**src/rtl/tiled_conv_mac_seq.sv**
```systemverilog
// tiled_conv_mac_seq
//   Sequencer for the shared 16x16 multiplier of the tiled convolution
//   datapath. Each accepted start streams `len` weight/feature pairs out of
//   two single-port buffers (1-cycle read latency), routes them through the
//   external combinational multiplier and accumulates the 28-bit products.
//   The sum is returned with the ap_ctrl_hs handshake.
//
// Ports
//   ap_clk, ap_rst           clock, synchronous active-high reset
//   ap_start/done/idle/ready ap_ctrl_hs handshake (ap_ready == ap_done)
//   len, base_w, base_x      job descriptor, latched when a start is accepted
//   w_address0/ce0, w_q0     weight buffer read port (signed 16-bit data)
//   x_address0/ce0, x_q0     feature buffer read port (signed 16-bit data)
//   mul_din0/1, mul_dout     operands to / product from the shared multiplier
//   ap_return                signed dot product, held after ap_done
module tiled_conv_mac_seq #(
  parameter int LEN_WIDTH  = 8,
  parameter int ADDR_WIDTH = 10,
  parameter int ACC_WIDTH  = 32
) (
  input  logic                  ap_clk,
  input  logic                  ap_rst,
  input  logic                  ap_start,
  output logic                  ap_done,
  output logic                  ap_idle,
  output logic                  ap_ready,
  input  logic [LEN_WIDTH-1:0]  len,
  input  logic [ADDR_WIDTH-1:0] base_w,
  input  logic [ADDR_WIDTH-1:0] base_x,
  output logic [ADDR_WIDTH-1:0] w_address0,
  output logic                  w_ce0,
  input  logic [15:0]           w_q0,
  output logic [ADDR_WIDTH-1:0] x_address0,
  output logic                  x_ce0,
  input  logic [15:0]           x_q0,
  output logic [15:0]           mul_din0,
  output logic [15:0]           mul_din1,
  input  logic [27:0]           mul_dout,
  output logic [ACC_WIDTH-1:0]  ap_return
);

  typedef enum logic [1:0] {S_IDLE, S_RUN, S_DRAIN, S_DONE} state_t;

  state_t                       state_q, state_d;
  logic [LEN_WIDTH-1:0]         len_q, len_d;
  logic [LEN_WIDTH-1:0]         idx_q, idx_d;
  logic [ADDR_WIDTH-1:0]        w_addr_q, w_addr_d;
  logic [ADDR_WIDTH-1:0]        x_addr_q, x_addr_d;
  logic                         ce_q, ce_d;
  logic                         rv_q, rv_d;
  logic signed [ACC_WIDTH-1:0]  acc_q, acc_d;
  logic signed [ACC_WIDTH-1:0]  ret_q, ret_d;
  logic                         done_q, done_d;
  logic                         idle_q, idle_d;

  // Sign-extend the 28-bit product to the accumulator width.
  function automatic logic signed [ACC_WIDTH-1:0] sext_prod(input logic signed [27:0] p);
    sext_prod = ACC_WIDTH'(p);
  endfunction

  // Accumulation wraps modulo 2^ACC_WIDTH; there is deliberately no saturation.
  function automatic logic signed [ACC_WIDTH-1:0] wrap_add(input logic signed [ACC_WIDTH-1:0] a,
                                                           input logic signed [ACC_WIDTH-1:0] b);
    wrap_add = a + b;
  endfunction

  always_comb begin
    state_d  = state_q;
    len_d    = len_q;
    idx_d    = idx_q;
    w_addr_d = w_addr_q;
    x_addr_d = x_addr_q;
    ce_d     = ce_q;
    acc_d    = acc_q;

    // rv_q marks the cycle in which read data from the previous cycle is valid.
    if (rv_q) begin
      acc_d = wrap_add(acc_q, sext_prod(mul_dout));
    end

    case (state_q)
      S_IDLE: begin
        if (ap_start) begin
          len_d    = len;
          idx_d    = '0;
          acc_d    = '0;
          w_addr_d = base_w;
          x_addr_d = base_x;
          if (len == '0) begin
            state_d = S_DONE;
          end else begin
            state_d = S_RUN;
            ce_d    = 1'b1;
          end
        end
      end
      S_RUN: begin
        // Addresses are kept as running base+idx values, so wrap is implicit.
        if (idx_q == len_q - LEN_WIDTH'(1)) begin
          state_d = S_DRAIN;
          ce_d    = 1'b0;
        end else begin
          idx_d    = idx_q + LEN_WIDTH'(1);
          w_addr_d = w_addr_q + ADDR_WIDTH'(1);
          x_addr_d = x_addr_q + ADDR_WIDTH'(1);
        end
      end
      S_DRAIN: state_d = S_DONE;
      S_DONE:  state_d = S_IDLE;
      default: state_d = S_IDLE;
    endcase

    rv_d   = (state_q == S_RUN);
    idle_d = (state_d == S_IDLE);
    done_d = (state_d == S_DONE);
    // acc_d already contains the final product when DONE is entered.
    ret_d  = (state_d == S_DONE && state_q != S_DONE) ? acc_d : ret_q;
  end

  always_ff @(posedge ap_clk) begin
    if (ap_rst) begin
      state_q  <= S_IDLE;
      len_q    <= '0;
      idx_q    <= '0;
      w_addr_q <= '0;
      x_addr_q <= '0;
      ce_q     <= 1'b0;
      rv_q     <= 1'b0;
      acc_q    <= '0;
      ret_q    <= '0;
      done_q   <= 1'b0;
      idle_q   <= 1'b1;
    end else begin
      state_q  <= state_d;
      len_q    <= len_d;
      idx_q    <= idx_d;
      w_addr_q <= w_addr_d;
      x_addr_q <= x_addr_d;
      ce_q     <= ce_d;
      rv_q     <= rv_d;
      acc_q    <= acc_d;
      ret_q    <= ret_d;
      done_q   <= done_d;
      idle_q   <= idle_d;
    end
  end

  assign w_address0 = w_addr_q;
  assign x_address0 = x_addr_q;
  assign w_ce0      = ce_q;
  assign x_ce0      = ce_q;
  assign mul_din0   = rv_q ? w_q0 : 16'd0;
  assign mul_din1   = rv_q ? x_q0 : 16'd0;
  assign ap_done    = done_q;
  assign ap_ready   = done_q;
  assign ap_idle    = idle_q;
  assign ap_return  = ret_q;

endmodule
```
**config.mk**
```make
export PLATFORM = sky130hd
export DESIGN_NAME = tiled_conv_mac_seq
export DESIGN_NICKNAME = d
export VERILOG_FILES = /design/src/rtl/tiled_conv_mac_seq.sv
export SDC_FILE = /design/constraint.sdc
export NUM_CORES = 1
export LEC_CHECK = 0
export CAP_MARGIN = 10
export CELL_PAD_IN_SITES_DETAIL_PLACEMENT = 1
export CELL_PAD_IN_SITES_GLOBAL_PLACEMENT = 1
export CORE_MARGIN = 5
export CORE_UTILIZATION = 32
export DETAILED_ROUTE_END_ITERATION = 6
export GPL_TIMING_DRIVEN = 0
export PLACE_DENSITY = 0.78
export SKIP_LAST_GASP = 1
export SLEW_MARGIN = 20
export SYNTH_ARGS = -nofsm -noshare
export SYNTH_HDL_FRONTEND = slang
export SYNTH_SLANG_ARGS = --single-unit
```
**constraint.sdc**
```tcl
create_clock -name ap_clk -period 2.7 [get_ports ap_clk]
set_input_delay 0.405 -clock ap_clk [delete_from_list [all_inputs] [get_ports ap_clk]]
set_output_delay 0.405 -clock ap_clk [all_outputs]
set_load 0.02 [all_outputs]
```
==> flow_summary.yaml <==
worst_setup_path:
  crit_start: "acc_q[0]$_SDFF_PP0_"
  path_class: "reg2reg"
  critPathCaptureType: "register"
  worst_ep_required_time_ns: 2.94
  rr_endpoint: "acc_q[30]$_SDFF_PP0_"
  crit_path_max_fanout: 2
  cp-endpoint: "acc_q[30]$_SDFF_PP0_"
  startpoint_type: "register"
  reg2reg_depth: 12
  cp.arrival_ns: 2.98
  r2r_start: "acc_q[0]$_SDFF_PP0_"
  r2r_slack_ns: -0.04
global_route:
  grt_pass1_vias: 6577
  antenna_found_initial: 0
  grt_pass1_wl_um: 34600
  grtUsageTotal: 0.190
  grt_max_degree: 17
  grt_overflow: 0
die:
  die_y_um: 151
  start_util: 0.326
  dieArea_um2: 22700
  row_count: 51
  core_area_um2: 19500
  io-pin-count: 180
  die_w_um: 151
cells_and_area:
  area_growth_pct: 49.5
  diodes: 0
  fin_nets: 1086
  drive_gt1_frac: 0.165
  layout_common_cells: "clkdlybuf4s50_1 (162), dfxtp_1 (104), nor2_1 (86)"
  fin_util: 0.487
  final_common_cell: "clkdlybuf4s50_1"
routing:
  drc: 0
  vias: 6350
  top_layer_used: "met4"
  routedWlPerCell_um: 18.5
  via_per_inst: 5.17
  ant_nets: 0
  drtPass1Iterations: 5
  route.met3.wl_um: 704
  drt_iter0_markers: 303
  met1_length_um: 9970
  wirelength_um: 22700
  wl_met2_um: 11800
placement:
  dp_hpwl_um: 16300
  globalplace.congestion: 0.833
  place_ws_ns: -0.791
  port_buffers: 179
sta:
  clock_skew_ns: 0.00575
  rsz0062_at_grt: "yes"
  timing.slew.headroom: 0.454
  drv_slew: 0
  fmaxAchievable_mhz: 365
  final.period_utilization: 1.02
  holdWs_ns: 0.464
  fin_ws_ns: -0.0433
  tightest_slew_ns: 0.818
  min_period_ns: 2.74
  timing.final.hold_violations: 0
  setup_violations: 3
  tns_ns: -0.0829
yosys:
  synth_area_um2: 6340
  syn-num-nets: 872
  yosysWarningCount: 0
  synth_edf_count: 0
  postSynth.topFlopCell: "dfxtp_1"
  syn_inst: 745
  avgSynthCellArea_um2: 8.51
  synthArstFlopShare: 0
  ys_seq_area_frac: 0.335
  synth-seq-cells: 106
  yosysUniqueCellTypes: 67
run_status:
  outcome: "finished, violations left"
  violations: "negative setup slack"
cts:
  htreeDepth: 3
  clockBufferDepth: 2
  cts.sinks: 106
  root_buffer: "clkbuf_16"
  clk_latency_ns: 0.35
  cts.reportedPaths.clkPinSlew_ns: 0.07
  cts_buffers: 9
  cts_tree: "yes"
min_path:
  min_path_type: "reg2reg"
  min_from: "ap_return[22]$_SDFFE_PP0P_"
pwr:
  p_int_uw: 2810
  max-vdd-ir-drop_v: 0.000290
  switchingPower_uw: 1180
  power_uw: 4000
  pwr-share-comb: 0.245
  pwr-share-clk: 0.337
  powerDensity_nw_per_um2: 422
  sequentialPowerShare: 0.418
  switching_share: 0.296
  power_leakage_uw: 0.00383
job:
  cap_viol_max_count: 0
worst min path at each step:
stage                     slack [ns]                         end  depth (start not counted)
after global routing            0.51  ap_return[25]$_SDFFE_PP0P_                          2
after global placement          0.44  ap_return[25]$_SDFFE_PP0P_                          2
final                           0.46  ap_return[22]$_SDFFE_PP0P_                          2
after CTS                       0.46  ap_return[22]$_SDFFE_PP0P_                          2
after floorplan                 0.45       len_q[7]$_SDFFE_PP0P_                          2
after detailed placement        0.45  ap_return[22]$_SDFFE_PP0P_                          2
cell type report:
cell class                 instances  area [um2]
buffer                            40         209
clock buffer                      11         233
clock inverter                     4        53.8
fill                            2241        9980
inverter                           9        33.8
multi-input combinational        587        4480
sequential                       106        2120
tap                              265         332
timing repair buffer             206        2020
state kept, by name (all words and copies together), names as in the netlist:
name and flops:
state_q 2, w_address0 10, ap_done 1, acc_q 32
len_q 8, x_address0 10, idx_q 8, ap_idle 1
rv_q 1, w_ce0 1, ap_return 32
metrics by stage:
| stage | cells | instance area, um2 |
|---|---|---|
| 2_1_floorplan | 745 | 6350 |
| 3_3_place_gp | 1189 | 8480 |
| 3_5_place_dp | 1189 | 8480 |
| 4_1_cts | 1209 | 9060 |
| 5_1_grt | 1228 | 9480 |
| 6_report | 1228 | 9480 |
metal layers:
metal  GRT usage  up-vias
met1       0.244     3122
met5           0        -
met3      0.0322       14
met2       0.331      111
met4      0.0458        0
li1            -     3103
logic make-up (layout without fill, tap and decap cells):
family                     after synthesis  after routing  share of synthesized area
muxes                                   32             32                     0.0525
DFF                                    106            106                      0.335
xor gates and xnor gates                45             45                     0.0622
and+or+nand+nor                        276            276                      0.216
AOI/OAI and AO/OA                      198            198                      0.223
adders and majority gates               36             36                     0.0722
buffers and inverters                   52            270                     0.0395
repair_timing:
item | 4_1_cts | 5_1_grt
hold buffers | 0 | 0
cloned | 0 | 0
gates resized for setup | 48 | 67
buffers inserted | 8 | 19
pin swaps | 16 | 32
endpoints found under the setup margin | 58 | 55
critical path, stage by stage (launching register included):
cell and delay [ns]:
dfxtp_2 0.33, ha_4 0.16, fa_2 0.39, a21oi_4 0.15
o211ai_1 0.12, a21oi_2 0.28, a211o_1 0.21, o211a_4 0.19
o21ai_4 0.08, a31oi_2 0.15, xnor2_1 0.09, and3_1 0.19
or2_2 0.28
power groups by stage:
stage	Combinational [uW]	Sequential (uW)	Clock (uW)
finish	978	1670	1350
global route	1050	1680	1450
CTS	909	1670	1380
detailed placement	866	1700	0
global placement	850	1700	0
floorplan	469	1730	0
cell usage after synthesis, types with 3 or more instances:
library cell  instances  area share
a21oi_1              47       0.037
dfxtp_1             106        0.33
mux2i_1              25       0.039
a22o_1               10       0.014
and3_1               15       0.015
o21bai_1              8      0.0095
o21ai_0              28       0.022
nand3_1              19       0.015
a21o_1               10       0.012
nand2_1              58       0.034
a22oi_1              21       0.025
a211oi_1              3      0.0036
mux2_2                6       0.011
and2_1               40       0.039
nand3b_1              6      0.0071
a311oi_1              3      0.0041
inv_1                 9      0.0053
clkbuf_1             27       0.016
a31oi_1               6      0.0059
nand4_1               5      0.0049
buf_4                 4      0.0047
xor2_1               19       0.026
a21oi_2               7      0.0097
buf_2                 5      0.0039
o211ai_1              3      0.0036
xnor2_1              26       0.036
o22a_1               19       0.026
nor2b_1               7      0.0069
nand2b_1              6      0.0059
o31ai_1               5      0.0059
ha_1                 35       0.069
nor4_1                4      0.0039
nor2_1               93       0.055
buf_6                 3      0.0053
a221o_1               5      0.0079
nor3_1                7      0.0055
or2_2                 3      0.0030
o21a_1                5      0.0059
(Power assumes the default switching activity.)
